--- config.mk ---
export PLATFORM = sky130hd
export DESIGN_NAME = decoder_nto2n_seq
export DESIGN_NICKNAME = d
export VERILOG_FILES = /design/src/rtl/decoder_nto2n_seq_pkg.sv /design/src/rtl/decoder_nto2n_seq_onehot_encode_comb.sv /design/src/rtl/decoder_nto2n_seq.sv
export SDC_FILE = /design/constraint.sdc
export NUM_CORES = 1
export LEC_CHECK = 0
export ABC_CLOCK_PERIOD_IN_PS = 1900
export BUFFER_PORTS_ARGS = -buffer_cell sky130_fd_sc_hd__buf_2
export CAP_MARGIN = 10
export CELL_PAD_IN_SITES_DETAIL_PLACEMENT = 1
export CELL_PAD_IN_SITES_GLOBAL_PLACEMENT = 2
export CORE_AREA = 2 2 59 61
export DETAILED_ROUTE_END_ITERATION = 6
export DIE_AREA = 0 0 61 63
export PLACE_DENSITY = 0.69
export SLEW_MARGIN = 5
export SYNTH_ARGS = -nofsm -noshare
export SYNTH_HDL_FRONTEND = slang
export SYNTH_SLANG_ARGS = --single-unit
export TNS_END_PERCENT = 20
--- constraint.sdc ---
create_clock -name clk -period 1.9 [get_ports clk]
set_clock_uncertainty 0.1 [all_clocks]
set_input_delay 0 -clock clk [delete_from_list [all_inputs] [get_ports clk]]
set_output_delay 0 -clock clk [all_outputs]
set_load 0.01 [all_outputs]
--- src/rtl/decoder_nto2n_seq_pkg.sv ---
// Shared types and constants for the sequenced N-to-2^N one-hot decoder.
// Holds the FSM state encoding, the mode constants and a one-hot helper.
package decoder_nto2n_seq_pkg;

  localparam int PKG_SEL_W = 3;
  localparam int PKG_OUT_W = 1 << PKG_SEL_W;

  localparam logic MODE_DIRECT = 1'b0;
  localparam logic MODE_SCAN   = 1'b1;

  typedef enum logic [1:0] {
    ST_IDLE   = 2'd0,
    ST_DIRECT = 2'd1,
    ST_SCAN   = 2'd2,
    ST_BUBBLE = 2'd3
  } state_t;

  // Reference-width encoder for code outside the parametrised datapath.
  function automatic logic [PKG_OUT_W-1:0] onehot_encode(input logic [PKG_SEL_W-1:0] sel);
    logic [PKG_OUT_W-1:0] v;
    v      = '0;
    v[sel] = 1'b1;
    return v;
  endfunction

endpackage

--- src/rtl/decoder_nto2n_seq_onehot_encode_comb.sv ---
// Purely combinational SEL_W -> 2^SEL_W one-hot encoder with an enable gate.
// A deasserted enable yields an all-zero vector.
module onehot_encode_comb #(
  parameter int SEL_W = 3,
  parameter int OUT_W = 2**SEL_W
) (
  input  logic             i_en,
  input  logic [SEL_W-1:0] i_sel,
  output logic [OUT_W-1:0] o_onehot
);

  always_comb begin
    o_onehot = '0;
    for (int i = 0; i < OUT_W; i++) begin
      o_onehot[i] = i_en && (i_sel == SEL_W'(i));
    end
  end

endmodule

--- src/rtl/decoder_nto2n_seq.sv ---
// Registered N-to-2^N one-hot decoder with valid/ready output handshake,
// a 1-deep output register and an autonomous walking-one scan mode.
module decoder_nto2n_seq
  import decoder_nto2n_seq_pkg::*;
#(
  parameter int SEL_W = 3,
  parameter int OUT_W = 2**SEL_W
) (
  input  logic             clk,
  input  logic             rst_n,
  input  logic             enable,
  input  logic             mode,
  input  logic             in_valid,
  input  logic [SEL_W-1:0] in_sel,
  output logic             in_ready,
  output logic [OUT_W-1:0] out,
  output logic [SEL_W-1:0] out_idx,
  output logic             out_valid,
  input  logic             out_ready,
  output logic             wrap,
  output state_t           dbg_state
);

  // Handshakes: a transfer happens on a clock edge where valid && ready are
  // both high; valid never waits on ready, and held data stays stable.

  state_t           r_state;
  state_t           w_state_nxt;
  logic [SEL_W-1:0] r_idx;
  logic [SEL_W-1:0] w_idx_nxt;
  logic             r_valid;
  logic             w_valid_nxt;
  logic             r_wrap;
  logic             w_wrap_nxt;
  logic [OUT_W-1:0] r_out;
  logic [OUT_W-1:0] w_out_nxt;

  logic             w_direct_live;
  logic             w_accept;
  logic             w_consume;
  logic [SEL_W-1:0] w_scan_start;

  // Ready only when this cycle's edge will really stay in DIRECT, so an
  // accepted value is never silently dropped by reset, disable or mode change.
  assign w_direct_live = rst_n && enable && (mode == MODE_DIRECT) && (r_state == ST_DIRECT);
  assign in_ready      = w_direct_live && (!r_valid || out_ready);
  assign w_accept      = in_valid && in_ready;
  assign w_consume     = r_valid && out_ready;
  assign w_scan_start  = in_valid ? in_sel : '0;

  always_comb begin
    w_state_nxt = r_state;
    w_idx_nxt   = r_idx;
    w_valid_nxt = r_valid;
    w_wrap_nxt  = 1'b0;

    if (!enable) begin
      w_state_nxt = ST_IDLE;
      w_idx_nxt   = '0;
      w_valid_nxt = 1'b0;
    end else begin
      case (r_state)
        ST_IDLE, ST_BUBBLE: begin
          if (mode == MODE_SCAN) begin
            w_state_nxt = ST_SCAN;
            w_idx_nxt   = w_scan_start;
            w_valid_nxt = 1'b1;
          end else begin
            w_state_nxt = ST_DIRECT;
            w_idx_nxt   = '0;
            w_valid_nxt = 1'b0;
          end
        end
        ST_DIRECT: begin
          if (mode != MODE_DIRECT) begin
            w_state_nxt = ST_BUBBLE;
            w_idx_nxt   = '0;
            w_valid_nxt = 1'b0;
          end else if (w_accept) begin
            w_idx_nxt   = in_sel;
            w_valid_nxt = 1'b1;
          end else if (w_consume) begin
            w_idx_nxt   = '0;
            w_valid_nxt = 1'b0;
          end
        end
        ST_SCAN: begin
          if (mode != MODE_SCAN) begin
            w_state_nxt = ST_BUBBLE;
            w_idx_nxt   = '0;
            w_valid_nxt = 1'b0;
          end else begin
            w_valid_nxt = 1'b1;
            if (out_ready) begin
              // SEL_W-bit counter wraps on its own; all-ones marks the wrap.
              w_idx_nxt  = r_idx + 1'b1;
              w_wrap_nxt = &r_idx;
            end
          end
        end
        default: begin
          w_state_nxt = ST_IDLE;
          w_idx_nxt   = '0;
          w_valid_nxt = 1'b0;
        end
      endcase
    end
  end

  onehot_encode_comb #(
    .SEL_W (SEL_W),
    .OUT_W (OUT_W)
  ) u_enc (
    .i_en     (w_valid_nxt),
    .i_sel    (w_idx_nxt),
    .o_onehot (w_out_nxt)
  );

  always_ff @(posedge clk) begin
    if (!rst_n) begin
      r_state <= ST_IDLE;
      r_idx   <= '0;
      r_valid <= 1'b0;
      r_wrap  <= 1'b0;
      r_out   <= '0;
    end else begin
      r_state <= w_state_nxt;
      r_idx   <= w_idx_nxt;
      r_valid <= w_valid_nxt;
      r_wrap  <= w_wrap_nxt;
      r_out   <= w_out_nxt;
    end
  end

  assign out       = r_out;
  assign out_idx   = r_idx;
  assign out_valid = r_valid;
  assign wrap      = r_wrap;
  assign dbg_state = r_state;

endmodule

==> flow_summary.toml <==
[outcome]
run_status = "complete, no violations"

[sta]
slew_headroom_pct = 54.0
setup_slack_ns = 0.0169
rsz0062_at_grt = "true"
tightestPinTransition_ns = 0.679
max_freq_mhz = 531
hold_viol = 0
setup_viol = 0
min_period_ns = 1.88
period_share_pct = 99.1
drv_slew = 0

[finish]
antenna_cells = 0
syn2layout_area_growth_pct = 44.8
layout-drive-gt1-share_pct = 44.1
multiInputGateArea_sq_um = 508
fill_cells = 396
fin_area_sq_um = 1130
seq_area_sq_um = 305
fin_cells = 173
final_net_count = 142

[synthesis]
syn_avg_cell_area_sq_um = 8.69
synth_top_area_share_pct = 38.4
yosysWarnings = 0
seq_area_frac_synth_pct = 38.4
synth_edf_count = 0
synthTopCellsByArea = "dfxtp_1, ha_1, nor3_1"
synth_commonest_cells = "dfxtp_1, nor3_1, nand2_1, nor2_1"
yosysUniqueCellTypes = 36
syn-cell-area_sq_um = 782
synth_largest_area_cell = "dfxtp_1"
async_flop_share_pct = 0
synth_cells = 90
synth_nets = 104
ys_ff_latch = 15
synthMostInstantiatedCell = "dfxtp_1"
synthFlopType = "dfxtp_1"

[clock_network]
htree_levels = 1
clkSinkCount = 15
clkSlewWorstSetupHoldPaths_ns = 0.09
insertion_delay_ns = 0.28
clock_tree.root_cell = "clkbuf_4"
clock_path_buffers = 2
cts_made_buffers = 3
cts_tree = "built"

[drt]
vias = 791
drtPass1Iterations = 4
wl_per_cell_um = 13.6
drtAntennaViolNets = 0
vias_per_cell = 4.57
drtIter0Drc = 14
route.detailed.drc = 0
routed_wl_um = 2360

[floorplanning]
die_area_sq_um = 3840
ios = 25
initial_utilization_pct = 24.2
row_count = 21
die_h_um = 63
core_region_area_sq_um = 3230
fp.dieW_um = 61

[flow_run]
max_cap_viol_count = 0

[global_routing]
grt_use_total_pct = 13.5
grt_pass1_vias = 883
gr-total-overflow = 0
antenna_found_initial = 0
grt_pass1_wl_um = 3960
grt_start_max_net_pins = 13

[worst_setup_path]
worstPathRequired_ns = 2.01
cp_max_fo = 4
arrival_ns = 2.00
cp-start-kind = "flip-flop"
endpoint_kind = "flip-flop"
path_class = "flip-flop to flip-flop"

[power_and_ir_drop]
power.density_nw_per_um2 = 603
netSwitchingFraction_pct = 29.0
irDropWorstVdd_v = 0.000303
clkPwrFrac_pct = 26.0
intPower_uw = 485
sequentialPowerShare_pct = 48.2
leakage_nw = 0.491
pwr-share-comb_pct = 25.8
switching_power_uw = 198

[placed_design]
io_buffers = 24
placedCellCount = 166
gp_congestion = 0.768
postPlaceCellArea_sq_um = 1030
dpl.hpwl_um = 1880
post-place-ws_ns = -0.102

[hold_path]
hold_path_class = "input pin to flip-flop"
[state kept, by name, summed over array words and instances, names as in the netlist]
register / cells
out: 8
out_idx: 3
dbg_state: 2
out_valid: 1
wrap: 1
[critical path: stages (launching register included)]
cell,delay (ns)
dfxtp_2,0.33
inv_2,0.07
ha_4,0.15
nand2b_4,0.06
or2_1,0.24
a311oi_2,0.26
or3b_4,0.46
nor3_2,0.15
[placed cells by master (no fill, tap or decap), types with 2 or more instances in the layout]
master	synthesis	routed
nor3_1	11	7
buf_2	1	24
o211ai_1	2	2
dfxtp_1	15	13
buf_4	0	12
o21ai_1	1	2
clkbuf_4	0	3
a21oi_1	3	3
nor3_2	0	4
or3_1	2	2
ha_4	0	2
ha_1	5	3
nand2_1	7	7
nor2_1	7	7
inv_1	4	3
nand3_1	5	5
[metrics by stage]
stage	util, %	TNS, ns	power (mW)	hold WS, ns
after floorplan	-	0	0.425	0.152
after global placement	31.8	-0.388	0.489	0.222
after detailed placement	31.8	-0.623	0.491	0.235
after CTS	34.3	-0.359	0.682	0.000704
after global routing	35.0	-0.603	0.726	0.0373
final	35.0	0	0.683	0.0109
[cell type report]
cell class / instances / share of cell area, %
flip-flops and latches: 15 / 27.0
well taps: 46 / 5.08
inverters: 4 / 1.33
repair buffers: 37 / 19.4
clock buffers: 4 / 2.32
multi-input cells: 67 / 44.9
[power groups by stage]
stage	registers [mW]	logic (mW)	clock network (mW)
floorplan	0.343	0.0827	0
global placement	0.337	0.152	0
detailed placement	0.338	0.153	0
CTS	0.330	0.169	0.183
global route	0.331	0.194	0.201
finish	0.329	0.177	0.177
[per-layer routing]
layer | GRT usage [%] | vias up | part of all wire [%]
met5 | 0 | - | 0
met4 | 1.90 | 0 | 0.38
met3 | 3.73 | 2 | 3.2
met2 | 24.5 | 11 | 52
met1 | 15.6 | 377 | 45
li1 | - | 401 | -
[logic make-up after synthesis]
| kind of cell | synth area share, % |
|---|---|
| muxes | 2.72 |
| DFF | 38.4 |
| and+or+nand+nor | 28.0 |
| AOI/OAI and AO/OA | 16.8 |
| xor gates and xnor gates | 1.12 |
| buffers and inverters | 4.96 |
| adders and majority gates | 8.00 |
[final timing paths]
path                startpoint           end  slack, ns  cells after the start
setup reg to reg  dbg_state[1]        out[2]       0.02                      7
hold reg to reg   dbg_state[0]  dbg_state[0]       0.47                      2
hold / removal       in_sel[0]    out_idx[0]       0.01                      4
setup / recovery  dbg_state[1]        out[2]       0.02                      7
[timing repair]
item                                    CTS  global route
buffers inserted                          2             0
hold buffers                              1             0
endpoints found under the setup margin    8             9
pin swaps                                 3             2
gates resized for setup                   7             5
endpoints found under the hold margin     1             0
(Power assumes the default switching activity.)
